==> config.mk <==
export PLATFORM = sky130hd
export DESIGN_NAME = write_ptr_ctrl
export DESIGN_NICKNAME = d
export VERILOG_FILES = /design/src/rtl/write_ptr_ctrl.sv
export SDC_FILE = /design/constraint.sdc
export NUM_CORES = 1
export LEC_CHECK = 0
export BUFFER_PORTS_ARGS = -buffer_cell sky130_fd_sc_hd__buf_2
export CAP_MARGIN = 20
export CORE_AREA = 2 2 45 47
export CTS_CLUSTER_DIAMETER = 80
export DETAILED_ROUTE_END_ITERATION = 7
export DIE_AREA = 0 0 47 49
export MAX_ROUTING_LAYER = met4
export PLACE_DENSITY = 0.84
export SETUP_SLACK_MARGIN = 0.3
export SYNTH_ARGS = -nofsm -noshare
export SYNTH_HDL_FRONTEND = slang
export SYNTH_SLANG_ARGS = --single-unit
==> constraint.sdc <==
create_clock -name wclk -period 4.15 [get_ports wclk]
set_input_delay 0.83 -clock wclk [delete_from_list [all_inputs] [get_ports wclk]]
set_output_delay 0.83 -clock wclk [all_outputs]
set_load 0.02 [all_outputs]
==> src/rtl/write_ptr_ctrl.sv <==
// Write-domain pointer and flag controller for the async FIFO: binary/Gray write
// pointer, registered full/almost_full/occupancy and a sticky overflow flag.
module write_ptr_ctrl #(
    parameter int fifo_depth         = 16,
    parameter int almost_full_thresh = 2,
    localparam int AW                = $clog2(fifo_depth)
) (
    input  logic          wclk,
    input  logic          wrst,
    input  logic          wen,
    input  logic [AW:0]   readaddrptrgreysync,
    input  logic          clr_overflow,
    output logic          wr_accept,
    output logic [AW-1:0] writeaddr,
    output logic [AW:0]   writeaddrptrgrey,
    output logic          full,
    output logic          almost_full,
    output logic [AW:0]   wr_count,
    output logic          overflow
);

    localparam logic [AW:0] AF_LEVEL = (AW+1)'(fifo_depth - almost_full_thresh);

    logic [AW:0] wbin_q, wbin_d;
    logic [AW:0] wgray_q, wgray_d;
    logic [AW:0] count_q, count_d;
    logic        full_q, full_d;
    logic        almost_full_q, almost_full_d;
    logic        overflow_q, overflow_d;
    logic [AW:0] rbin;
    logic [AW:0] full_gray;

    assign wr_accept = wen && !full_q;

    always_comb begin
        rbin = '0;
        for (int i = 0; i <= AW; i++) begin
            rbin[i] = ^(readaddrptrgreysync >> i);
        end
    end

    // Full when the write pointer is one lap ahead: top two Gray bits inverted.
    assign full_gray = {~readaddrptrgreysync[AW:AW-1], readaddrptrgreysync[AW-2:0]};

    always_comb begin
        wbin_d        = wbin_q + {{AW{1'b0}}, wr_accept};
        wgray_d       = (wbin_d >> 1) ^ wbin_d;
        count_d       = wbin_d - rbin;
        full_d        = (wgray_d == full_gray);
        almost_full_d = (count_d >= AF_LEVEL);
        overflow_d    = overflow_q;
        if (clr_overflow) begin
            overflow_d = 1'b0;
        end
        if (wen && full_q) begin
            overflow_d = 1'b1;
        end
    end

    always_ff @(posedge wclk or posedge wrst) begin
        if (wrst) begin
            wbin_q        <= '0;
            wgray_q       <= '0;
            count_q       <= '0;
            full_q        <= 1'b0;
            almost_full_q <= 1'b0;
            overflow_q    <= 1'b0;
        end else begin
            wbin_q        <= wbin_d;
            wgray_q       <= wgray_d;
            count_q       <= count_d;
            full_q        <= full_d;
            almost_full_q <= almost_full_d;
            overflow_q    <= overflow_d;
        end
    end

    assign writeaddr        = wbin_q[AW-1:0];
    assign writeaddrptrgrey = wgray_q;
    assign full             = full_q;
    assign almost_full      = almost_full_q;
    assign wr_count         = count_q;
    assign overflow         = overflow_q;

endmodule
==> run metrics <==
status finished clean; top cells by area, synth dfrtp_1 45%, xnor2_1 8.4%, ha_1 6.7%, xor2_1 6.5%, inv_1 3.6%; Static Leakage 0.568 nW; Slew @ Worst Pin 0.635 ns; Synth top cells by count 17 x dfrtp_1, 9 x inv_1, 9 x xnor2_1, 7 x xor2_1, 5 x ha_1; Post-synth EDFFs 0; top cell type's share of synthesized area 45.3%; die height 49 um; Final Critical Period 3.08 ns; Max stage delay on crit path 0.40 ns; Clock Tree Buf Depth 2; Syn Nets 92; Crit Path Max Fanout 4; gp weighted congestion 0.840; Post-DP HPWL 1280 um; Clock transition at path regs 0.09 ns; Post CTS Setup Buffer Count 0; hold buffer count at cts 0; WP data arrival 3.25 ns; Max Cap Viol 0; Nets 122; most frequent cell after synthesis dfrtp_1; Main synth FF type dfrtp_1; hold depth 2; hold path startpoint full; first-pass GRT wire length 2640 um; peak supply drop 0.406 mV; adder-cell share of the synthesized area 8.79%; synthesized area 940 um^2; final wirelength 1610 um; min-delay worst type reg -> reg; Routed Antenna Nets 0; PostCTS Resize Cnt 0; Iter 0 DRT Violations 6; htree depth 1; post-synthesis mux area share 0%; grt total ovfl 0; final hold vios 0; CTS tree built; power density over the cells 942 mW/mm^2; path depth of the worst reg2reg path 9; DRC 0; row cnt 16; clock root buffer clkbuf_4; TritonRoute pass-1 iters 4; Die X 47 um; fillers 169; Initial Utilization 51.0%; vias in the first global route 595; fin util 60.7%; Yosys top cell by area dfrtp_1; Sink Count 17; Die ar. 0.00230 mm^2; crit end category flip-flop; register area 425 um^2; FF+latch count, synth 17; worst endpoint required time 4.32 ns; insertion delay to the later sink of the worst-skew pair 0.28 ns; post-synthesis async set-or-reset flop share 100%; initial antenna violation count 0; Core Footprint 0.00184 mm^2; CP Class in -> reg; relative slew slack 57.6%; Fmax achieved 325 MHz; Synth Area in Compound Gates 7.59%; fin crit share 74.1%; r2r startpoint full; Place WS 0.770 ns; largest net degree at the start of global routing 18; Port Buffers 26; Synth Area in XOR/XNOR 25.2%; Setup Viol. Count Final 0; library cells used by synthesis 26; layout cells sized above 1 33.0%; Setup TNS 0 ns; Slowest cell on crit path fa_1; clock skew 0.00369 ns; Synth Instances 77; Critical Path Source readaddrptrgreysync[4]; Seq/Total Area, Yosys 45.3%; simple-gate share of the synthesized area 8.39%; I/O pin count 27; DR vias/cell 4.70; Total GRT Usage 16.8%; most frequent CP cell xor2_2; crit-path cells buf_2 > xnor2_2 > xor2_2 > xor2_2 > xnor2_1 > ha_1 > fa_1 > nor2b_1 > nor3_1 > o211a_1 > a311o_1; Syn Area/Cell 12.2 um^2; Area Growth Syn to Fin 19.0%; total number of vias 625; total CTS buffers 3; antenna cells 0; crit start category primary input; max-slew violations 0; Routed WL per cell 12.1 um; RSZ-0062 raised after global routing false; final worst slack 1.07 ns; Multi-input gate area 469 um^2; YS warnings 0; largest family of logic cells by synthesized area XOR/XNOR gates
==> cell families after synthesis <==
| family | count (synthesis) |
|---|---|
| and+or+nand+nor | 14 |
| DFF | 17 |
| adders and majority gates | 6 |
| xor gates and xnor gates | 21 |
| AOI/OAI and AO/OA | 9 |
| buffers and inverters | 10 |
==> layout by cell type, fill, tap and decap left out, types with 2 or more instances in the layout <==
cell	synthesis	final
inv_1	9	9
xnor2_1	9	9
xor2_2	2	2
or2_1	2	2
xor2_1	7	7
buf_2	0	26
nand2_1	3	3
dfrtp_1	17	17
ha_1	5	5
nand3_1	3	3
o21ai_1	2	2
clkbuf_4	0	3
nor2b_1	2	2
or3_1	2	2
==> worst paths after layout <==
kind,to,slack [ns]
max,almost_full,1.07
min,overflow,0.52
max reg2reg,almost_full,1.45
min reg2reg,overflow,0.52
max in group asynchronous,writeaddrptrgrey[2],3.13
min in group asynchronous,wr_count[1],0.61
==> flip-flops by register name, summed over array words and instances, names as in the netlist <==
signal and cells:
wbin_q 5, wr_count 5, writeaddrptrgrey 4, almost_full 1, full 1, overflow 1
==> layout make-up <==
| type | count | share of cell area (%) |
|---|---|---|
| flip-flops and latches | 17 | 38.0 |
| clock buffers | 4 | 2.35 |
| well taps | 27 | 3.02 |
| inverters | 9 | 3.02 |
| repair buffers | 26 | 11.6 |
| multi-input cells | 50 | 41.9 |
==> through the flow <==
| step | cells | power, mW | area (um^2) | hold slack (ns) |
|---|---|---|---|---|
| 3_5_place_dp | 129 | 0.976 | 1090 | 0.500 |
| 3_3_place_gp | 129 | 0.951 | 1090 | 0.490 |
| 5_1_grt | 133 | 1.14 | 1120 | 0.582 |
| 6_report | 133 | 1.05 | 1120 | 0.522 |
| 2_1_floorplan | 77 | 0.821 | 940 | 0.594 |
| 4_1_cts | 133 | 1.06 | 1120 | 0.523 |
==> power breakdown <==
group	total [mW]	leakage [nW]	switching (mW)	internal [mW]
clock	0.0855	0.0150	0.0482	0.0373
combinational	0.666	0.348	0.385	0.281
sequential	0.303	0.204	0.0468	0.256
total	1.05	0.568	0.480	0.574
==> layer usage <==
metal  track usage, %  part of all wire (%)  vias up  routed length [um]
met2             24.0                    50       14                 797
met5                -                     0        -                   0
met1             21.6                    44      298                 702
met3             3.33                   3.9        4                  63
li1                 -                     -      309                   -
met4             9.72                   2.9        0                  47
==> worst max-delay path, delay by kind of cell <==
kind,cells,cell delay [ns]
xor+xnor,4,0.85
buf+inv,1,0.14
fa+ha+maj,2,0.61
simple gates,2,0.27
compound gates,2,0.55
(Power assumes the default switching activity.)
